`src/rtl/imem_port_arbiter.sv`:
```
// rtl/imem_port_arbiter.sv - shares the instruction memory port between fetch (reads) and loader (writes)
module imem_port_arbiter #(
  parameter int          PCL        = 32,
  parameter int          MEM_LAT    = 2,
  parameter int          STARVE_MAX = 4,
  parameter logic [31:0] NOP        = 32'h0400_0000
) (
  input  logic           clk,
  input  logic           rst,
  input  logic           f_req,
  input  logic [PCL-1:0] f_addr,
  output logic           f_gnt,
  output logic           f_rvalid,
  output logic [31:0]    f_rdata,
  output logic           f_misalign,
  input  logic           l_req,
  input  logic [PCL-1:0] l_addr,
  input  logic [31:0]    l_wdata,
  output logic           l_gnt,
  output logic           l_done,
  output logic           m_en,
  output logic           m_we,
  output logic [PCL-1:0] m_addr,
  output logic [31:0]    m_wdata,
  input  logic [31:0]    m_rdata
);

  localparam int CW = (MEM_LAT > 1) ? $clog2(MEM_LAT) : 1;
  localparam int SW = $clog2(STARVE_MAX + 1);
  localparam logic [CW-1:0] CNT_INIT   = CW'(MEM_LAT - 1);
  localparam logic [SW-1:0] STARVE_LIM = SW'(STARVE_MAX);

  typedef enum logic [1:0] {IDLE, ACCESS, RESP} state_t;

  state_t        state, state_nx;
  logic [CW-1:0] cnt;
  logic [SW-1:0] starve_cnt;
  logic          owner_l;
  logic          we_q;
  logic          mis_q;
  logic          grant_f;
  logic          grant_l;

  // Loader writes are always word-aligned, so its low address bits carry no meaning.
  logic unused_l_addr;
  assign unused_l_addr = &{1'b0, l_addr[1:0]};

  always_comb begin
    grant_f  = 1'b0;
    grant_l  = 1'b0;
    state_nx = state;
    case (state)
      IDLE: begin
        if (f_req && !(l_req && starve_cnt == STARVE_LIM)) begin
          grant_f = 1'b1;
        end else if (l_req) begin
          grant_l = 1'b1;
        end
        if (grant_f || grant_l) begin
          state_nx = ACCESS;
        end
      end
      ACCESS: begin
        if (cnt == '0) begin
          state_nx = RESP;
        end
      end
      RESP:    state_nx = IDLE;
      default: state_nx = IDLE;
    endcase
  end

  // Grants are masked while reset is held so every output is quiet during reset.
  assign f_gnt      = grant_f & rst;
  assign l_gnt      = grant_l & rst;
  assign m_en       = (state == ACCESS);
  assign m_we       = (state == ACCESS) & we_q;
  assign f_rvalid   = (state == RESP) & ~owner_l;
  assign f_misalign = (state == RESP) & ~owner_l & mis_q;
  assign l_done     = (state == RESP) & owner_l;

  always_ff @(posedge clk or negedge rst) begin
    if (!rst) begin
      state      <= IDLE;
      cnt        <= '0;
      starve_cnt <= '0;
      owner_l    <= 1'b0;
      we_q       <= 1'b0;
      mis_q      <= 1'b0;
      m_addr     <= '0;
      m_wdata    <= '0;
      f_rdata    <= NOP;
    end else begin
      state <= state_nx;
      case (state)
        IDLE: begin
          if (grant_l) begin
            m_addr     <= {l_addr[PCL-1:2], 2'b00};
            m_wdata    <= l_wdata;
            we_q       <= 1'b1;
            owner_l    <= 1'b1;
            mis_q      <= 1'b0;
            cnt        <= CNT_INIT;
            starve_cnt <= '0;
          end else if (grant_f) begin
            m_addr     <= {f_addr[PCL-1:2], 2'b00};
            we_q       <= 1'b0;
            owner_l    <= 1'b0;
            mis_q      <= |f_addr[1:0];
            cnt        <= CNT_INIT;
            if (!l_req) begin
              starve_cnt <= '0;
            end else if (starve_cnt != STARVE_LIM) begin
              starve_cnt <= starve_cnt + 1'b1;
            end
          end
        end
        ACCESS: begin
          if (cnt != '0) begin
            cnt <= cnt - 1'b1;
          end else if (!owner_l) begin
            f_rdata <= m_rdata;
          end
        end
        default: ;
      endcase
    end
  end

endmodule

```
`config.mk`:
```
export PLATFORM = sky130hd
export DESIGN_NAME = imem_port_arbiter
export DESIGN_NICKNAME = d
export VERILOG_FILES = /design/src/rtl/imem_port_arbiter.sv
export SDC_FILE = /design/constraint.sdc
export NUM_CORES = 1
export LEC_CHECK = 0
export CORE_MARGIN = 4
export CORE_UTILIZATION = 25
export CTS_BUF_LIST = sky130_fd_sc_hd__clkbuf_4 sky130_fd_sc_hd__clkbuf_8 sky130_fd_sc_hd__clkbuf_16
export CTS_CLUSTER_DIAMETER = 60
export DETAILED_ROUTE_END_ITERATION = 6
export SETUP_SLACK_MARGIN = 0.15
export SYNTH_ARGS = -nofsm -noshare
export SYNTH_HDL_FRONTEND = slang
export SYNTH_SLANG_ARGS = --single-unit
```
`constraint.sdc`:
```
create_clock -name clk -period 2.2 [get_ports clk]
set_clock_uncertainty 0.1 [all_clocks]
set_input_delay 0.22 -clock clk [delete_from_list [all_inputs] [get_ports clk]]
set_output_delay 0.22 -clock clk [all_outputs]
set_load 0.05 [all_outputs]
```
# After elaboration in Yosys (flattened, before gate mapping)

Cells that the tools add are included.

Bits of input ports: 132
Word-level logic and storage cells: 64
Flip-flop bits (word level): 104
Output and inout bits: 103

Multiplexer cells: 24
Eq/ne operators: 8
Reductions and logical operators: 14
$add $sub $neg: 2
Bitwise logic cells: 8

Operators with widths:

| cell                  | number |
|---|---|
| $mux W32              | 2 |
| $mux W1               | 14 |
| $mux W3               | 4 |
| $reduce_and A2 Y1     | 4 |
| $and A1 B1 Y1         | 6 |
| $ne A3 B3 Y1 const B  | 2 |
| $reduce_and A3 Y1     | 2 |
| $mux W2               | 2 |
| $ne A2 B2 Y1 const B  | 2 |
| $pmux W2 S2           | 1 |
| $reduce_bool A2 Y1    | 2 |
| $add A3 B1 Y3 const B | 1 |
| $eq A3 B3 Y1 const B  | 1 |
| $ne A3 B1 Y1 const B  | 1 |
| $eq A2 B1 Y1 const B  | 1 |
| $eq A2 B2 Y1 const B  | 1 |
| $logic_and A1 B1 Y1   | 2 |
| $logic_not A2 Y1      | 1 |
| $not A1 Y1            | 2 |
| $pmux W1 S2           | 1 |
| $reduce_or A2 Y1      | 1 |
| $logic_not A1 Y1      | 1 |
| $logic_or A1 B1 Y1    | 1 |
| $sub A1 B1 Y1 const B | 1 |

# Depth between registers and ports, before layout

Gate-level depths: netlist of run 1.

Word-level depth: 10
Gate-level depth with buffers: 7
Gate-level depth less buffers: 5

# Worst setup path after synthesis of run 1

Ideal clock, no wire load.

Path kind: reg-to-output
From: reg state[0]
To: out f_misalign
Arrival time: 2.187 ns
Slack: -0.307 ns
Stages on the path, launching flop included: 3
Cells stage by stage: dfrtp_1 nor3b_1 and2_1

Cells in the longest elaborated chain, start to end: 3

RTL lines:

| element                | RTL line | RTL |
|---|---|---|
| start, declared        | 35       | `state_t state, state_nx;` |
| start signal, assigned | 94       | `state <= state_nx;` |
| $eq A2 B2 Y1           | n/a      |  |
| $and A1 B1 Y1          | n/a      |  |
| via f_rvalid           | 13       | `output logic f_rvalid,` |
| $and A1 B1 Y1          | 79       | `assign f_misalign = (state == RESP) & ~owner_l & mis_q;` |
| end, declared          | 15       | `output logic f_misalign,` |

The timed path passes the listed nets, and every way through them passes these cells.

# Final worst setup path of run 1

From: reg starve_cnt[0]
To: out l_gnt

Cells in the longest elaborated chain, start to end: 8

RTL lines:

| element                | RTL line | RTL |
|---|---|---|
| start, declared        | 37       | `logic [SW-1:0] starve_cnt;` |
| start signal, assigned | 114      | `starve_cnt <= starve_cnt + 1'b1;` |
| $eq A3 B3 Y1           | 54       | `if (f_req && !(l_req && starve_cnt == STARVE_LIM)) begin` |
| $logic_and A1 B1 Y1    | 54       |  |
| $logic_not A1 Y1       | 54       |  |
| $logic_and A1 B1 Y1    | 54       |  |
| $mux W1                | 54       |  |
| $mux W1 (2 in a row)   | 52       | `case (state)` |
| $and A1 B1 Y1          | 75       | `assign l_gnt = grant_l & rst;` |
| end, declared          | 19       | `output logic l_gnt,` |

Every way passes these cells. The select of a mux whose other input is x is not followed.

==> flow_summary_export.csv, run 1 <==
group,metric,value,unit
cells_and_area,fin_area,7490,µm²
place,placed_area,7140,µm²
timing,finalCriticalPeriod,2.00,ns
timing,setup_ws,0.197,ns
status,outcome,"finished clean",
route,drt_iter0_drc,135,
place,hpwlAfterDp,10300,µm
grt,grtUsageTotal,13.1,%
power,total_power,12.9,mW
grt,grt_use_met3,4.05,%
timing,slew_violations,0,
timing,relSlewSlack,41.0,%
setup_path,worstPathRequired,1.88,ns
setup_path,critPathLaunch,"starve_cnt[0]",
route,vias,3822,
setup_path,critPathMaxFanout,3,
timing,finalHoldViolations,0,
synthesis,yosysMostFrequentCell,"dfrtp_1",
clock_tree,clock_path_buffers,2,
timing,finalSetupTns,0,ns
place,dp_cells,799,
grt,grt.busiest_layer,"met2",
cells_and_area,stdcell_count,820,
power,powerDensity,1730,nW/µm²
timing,min_period_over_period,91.1,%
setup_path,r2r-start,"starve_cnt[0]",
route,wire_per_inst,16.7,µm
setup_path,r2r.worst_path.cells,7,
floorplan,num_rows,48,
clock_tree,clock_sinks,102,
power,power.leakage,3.11,nW
place,port_buffers,230,
setup_path,crit_end,"l_gnt",
route,drc,0,
floorplan,io_pins,235,
synthesis,ys_seq_elements,102,
floorplan,core-area,17500,µm²
route,firstDrtPassIters,4,
synthesis,netlist_instances,358,
place,gp_congestion,0.813,
synthesis,synthArstFlopShare,100,%
cells_and_area,drive_above_1_share,19.8,%
synthesis,yosysTopAreaCellShare,55.7,%
synthesis,synth_commonest_cells,"101 x dfrtp_1, 34 x inv_1, 34 x mux2_2",
timing,tightest_slew,0.886,ns
synthesis,synth.area.top_cells,"dfrtp_1 56%, mux2_4 9.3%, mux2_2 8.4%",
place,dp_slack,-0.0593,ns
clock_tree,cts_tree,"done",
floorplan,die_y,143,µm
synthesis,synth_area,4540,µm²
grt,gr-total-overflow,0,
floorplan,fp.dieW,143,µm
clock_tree,clk_latency,0.34,ns
timing,hold_ws,0.207,ns
clock_tree,cts_root_buf,"clkbuf_16",
grt,met1_usage,16.1,%
clock_tree,htree_levels,3,
grt,use_met2,21.3,%
setup_path,end_kind,"primary output",
timing,setup_viol,0,
grt,grt_pass1_vias,4120,
synthesis,postSynthAreaPerCell,12.7,µm²
route,viasPerCell,4.66,
setup_path,worstSetupStartpointType,"flop",
hold_path,hp-class,"in -> async",
clock_tree,cts-buffers-inserted,9,
synthesis,seq_area_frac_synth,56.3,%
cells_and_area,fin_util,42.7,%
grt,antenna_found_initial,0,
grt,grt_pass1_wl,21300,µm
power,irDropWorstVdd,0.901,mV
setup_path,r2r_slack,0.24,ns
job,maxCapViolCount,0,
setup_path,cp.arrival,1.68,ns
route,routed_wl,13700,µm
setup_path,r2r-end,"m_wdata[2]",
cells_and_area,area_delta_synth_final,65.1,%
synthesis,synth_edf_count,0,
timing,clock.fmax,499,MHz
clock_tree,path_clk_slew,0.07,ns
floorplan,start_util,25.9,%
cells_and_area,final_nets,725,
synthesis,yosysTopAreaCell,"dfrtp_1",
setup_path,critPathKind,"reg -> out",
synthesis,ys.flop_type,"dfrtp_1",
grt,grt_start_max_net_pins,71,
floorplan,die_area,20400,µm²
synthesis,netlist-cell-type-count,32,
route,ant_nets,0,
timing,rsz0062_at_grt,"no",
synthesis,yosys_warnings,0,
cells_and_area,diodes,0,
-- timing repair --
| action | CTS | global route |
|---|---|---|
| hold buffers | 1 | 0 |
| setup endpoints to repair | 1 | 5 |
| setup buffers | 4 | 1 |
| gates resized for setup | 1 | 1 |
| endpoints found under the hold margin | 32 | 0 |
-- placed cells by master, fill, tap and decap left out, drive strengths merged, types with 3 or more instances in the layout --
master / instances
clkdlybuf4s50: 222
dfrtp: 101
mux2: 64
inv: 35
o21ai: 34
nand4: 30
o311ai: 30
buf: 29
clkbuf: 10
nand2: 6
nor2: 4
and2: 3
-- registers in the layout (all words and copies together), names as in the netlist --
signal      cells
f_rdata        32
mis_q           1
m_addr         30
state           2
starve_cnt      3
we_q            1
m_wdata        32
cnt             1
-- worst max-delay path: stages (launching register included) --
cell and delay (ns):
dfrtp_1 0.35, inv_1 0.05, ha_2 0.19, a21bo_2 0.22, and3_4 0.19, and2_1 0.18
buf_12 0.15
-- report_power, final --
group / leakage, nW / internal (mW) / switching, mW
Sequential: 1.21 / 2.85 / 0.557
Clock: 0.138 / 0.891 / 0.683
Combinational: 1.76 / 3.02 / 4.93
Total: 3.11 / 6.76 / 6.17
-- worst min path at each step --
stage,startpoint,end,slack [ns],cells after the start
after floorplan,rst,cnt,-0.18,0
after global placement,rst,m_addr[25],-0.04,1
after detailed placement,rst,m_addr[24],-0.04,1
after CTS,rst,m_addr[16],0.21,2
after global routing,rst,m_addr[23],0.20,2
final,rst,m_addr[16],0.21,2
-- final cells by class --
cell class              instances  area [µm²]
multi-input cells             192        1710
clock buffers                  10         233
well taps                     225         282
clock inverters                 5        58.8
inverters                      34         128
repair buffers                252        2520
fillers                      1593       10000
flip-flops and latches        102        2550
-- routing by layer --
metal	vias to the layer above	wire length (µm)
met5	-	0
met3	20	1260
met2	200	6510
met4	0	263
li1	1757	-
met1	1845	5660
-- cells by family after synthesis --
family,after synthesis,share of synthesized area (%)
buf+inv,65,6.84
other cells,1,0.0827
mux,64,18.2
flops,102,56.3
fa+ha+maj,2,0.551
compound gates,69,10.8
simple gates,55,7.23
(Power assumes the default switching activity.)
==> inputs of run 2 (changes only) <==
--- a/config.mk
+++ b/config.mk
@@ -5,6 +5,7 @@
 export SDC_FILE = /design/constraint.sdc
 export NUM_CORES = 1
 export LEC_CHECK = 0
+export CORE_ASPECT_RATIO = 0.9
 export CORE_MARGIN = 4
 export CORE_UTILIZATION = 25
 export CTS_BUF_LIST = sky130_fd_sc_hd__clkbuf_4 sky130_fd_sc_hd__clkbuf_8 sky130_fd_sc_hd__clkbuf_16
==> run 2 against run 1 <==
Effect of this change: critical path depth did not move; largest power group unchanged; count of clock-buffer cells in the layout fell by 1; sequential power barely moved; global-route usage rose by 0.29 points; total power fell by 0.46%; die area barely moved; final area fell by 0.18%; worst setup slack improved by 0.025 ns; critical endpoint unchanged; highest routed layer unchanged.
==> flow_summary_export.csv, run 2 (same netlist as run 1, synthesis figures left out) <==
group,metric,value,unit
cells_and_area,stdcell_count,835,
timing,min_period_over_period,89.9,%
grt,gr-total-overflow,0,
setup_path,r2r.worst_path.cells,7,
floorplan,die_y,136,µm
route,firstDrtPassIters,4,
cells_and_area,reg_top3,"f_rdata: 32 flops, m_wdata: 32 flops, m_addr: 30 flops",
hold_path,hp-class,"in -> reg",
place,dp_slack,0.0242,ns
cells_and_area,n_fill_cell,1722,
route,drc,0,
setup_path,crit_family,"simple AND/OR/NAND/NOR gates",
timing,tightest_slew,1.13,ns
timing,rsz0062_at_grt,"no",
power,power.internal,6.64,mW
clock_tree,htree_levels,3,
cells_and_area,final_common_cell,"clkdlybuf4s50_1",
floorplan,io_pins,235,
clock_tree,cts_tree,"done",
hold_path,hp-start,"f_addr[13]",
route,ant_nets,0,
hold_path,worstHoldPathCells,3,
setup_path,crit_buf_inv,2,
route,viasPerCell,4.52,
timing,setup_ws,0.221,ns
clock_tree,clock_sinks,102,
floorplan,die_area,20400,µm²
power,irDropWorstVdd,0.765,mV
floorplan,start_util,25.6,%
power,powerDensity,1720,nW/µm²
setup_path,r2r_slack,0.28,ns
clock_tree,cts-buffers-inserted,9,
clock_tree,clk_latency,0.34,ns
power,p_switching,6.24,mW
route,routed_wl,14000,µm
cells_and_area,layout_common_cells,"221 x clkdlybuf4s50_1, 101 x dfrtp_1, 34 x inv_1, 34 x mux2_2, 33 x o21ai_0",
timing,relSlewSlack,24.8,%
cells_and_area,fin_area,7470,µm²
setup_path,critPathKind,"reg -> out",
place,hpwlAfterDp,10300,µm
cells_and_area,diodes,0,
timing,setup_viol,0,
timing,slew_violations,0,
setup_path,end_kind,"primary output",
route,wire_per_inst,16.7,µm
clock_tree,cts_root_buf,"clkbuf_16",
cells_and_area,drive_above_1_share,20.0,%
timing,finalCriticalPeriod,1.98,ns
floorplan,num_rows,46,
status,outcome,"finished clean",
setup_path,worstSetupStartpointType,"flop",
timing,hold_ws,0.353,ns
power,swShare,48.4,%
place,gp_congestion,0.829,
clock_tree,path_clk_slew,0.07,ns
cells_and_area,area_delta_synth_final,64.8,%
timing,clock.fmax,505,MHz
grt,antenna_found_initial,0,
job,maxCapViolCount,0,
setup_path,cp_cell_sequence,"inv_1 > ha_2 > a21bo_2 > and3_4 > and2_4 > buf_12",
power,p_seq_share,26.5,%
power,power.leakage,3.10,nW
place,dp_cells,812,
grt,grtUsageTotal,13.4,%
power,clkPwrFrac,11.8,%
setup_path,cp.arrival,1.66,ns
place,port_buffers,230,
grt,grt_pass1_vias,4027,
grt,grt_pass1_wl,21400,µm
place,placed_area,7120,µm²
hold_path,whs_endpoint,"m_addr[13]",
setup_path,worstPathRequired,1.88,ns
timing,finalSetupTns,0,ns
setup_path,r2r-start,"starve_cnt[1]",
route,vias,3772,
power,p_comb_share,61.7,%
setup_path,critPathMaxFanout,4,
grt,grt_start_max_net_pins,57,
setup_path,cp_slowest_stage_delay,0.35,ns
setup_path,crit_slowest_cell,"dfrtp_1",
clock_tree,clock_path_buffers,2,
cells_and_area,final_nets,724,
route,drt_iter0_drc,153,
floorplan,fp.dieW,150,µm
setup_path,r2r-end,"m_wdata[2]",
floorplan,core-area,17700,µm²
timing,finalHoldViolations,0,
run 2: timing repair:
item,in CTS,in global routing
buffers inserted,2,4
pin swaps,0,1
endpoints found under the hold margin,46,0
resized for setup,2,2
endpoints found under the setup margin,1,3
hold buffers,1,0
run 2: tightest hold or removal path, stage by stage:
cell	delay [ns]
clkdlybuf4s50_1	0.39
inv_1	0.05
o311ai_1	0.09
run 2: power groups by stage:
stage | clock [mW] | sequential, mW | combinational [mW]
after floorplan | 0 | 6.46 | 2.09
after global placement | 0 | 3.40 | 7.83
after detailed placement | 0 | 3.43 | 7.91
after CTS | 1.59 | 3.42 | 7.95
after global routing | 1.67 | 3.53 | 8.31
final | 1.52 | 3.41 | 7.95
run 2: worst max-delay path by stage:
stage                             start           to  slack [ns]  cells after the start
final                     starve_cnt[1]        l_gnt        0.22                      6
after global routing      starve_cnt[1]        l_gnt        0.15                      6
after CTS                   f_rdata[26]  f_rdata[26]        0.16                      1
after detailed placement          l_req   m_addr[16]        0.02                      4
after global placement            l_req   m_addr[31]        0.11                      4
after floorplan                state[0]   f_misalign        0.23                      2
run 2: layout make-up:
type	count	area, µm²	share of cell area [%]
sequential	102	2550	34.2
timing repair buffer	251	2500	33.4
multi-input combinational	192	1710	22.9
tap	240	300	4.02
clock buffer	9	225	3.01
inverter	34	128	1.71
clock inverter	7	55.1	0.737
run 2: per-layer routing:
layer  part of all wire (%)  track usage (%)  up-vias  wire, µm
li1                       -                -     1750         -
met1                     43             17.5     1818      6050
met2                     46             20.6      193      6390
met3                    9.8             5.19       11      1370
met4                    1.0             3.81        0       146
met5                      0                0        -         0
run 2: stage by stage:
step                total power [mW]  util (%)
finish                          12.9      42.2
global route                    13.5      42.2
detailed placement              11.3      40.1
floorplan                       8.56         -
CTS                             13.0      41.9
global placement                11.2      40.1
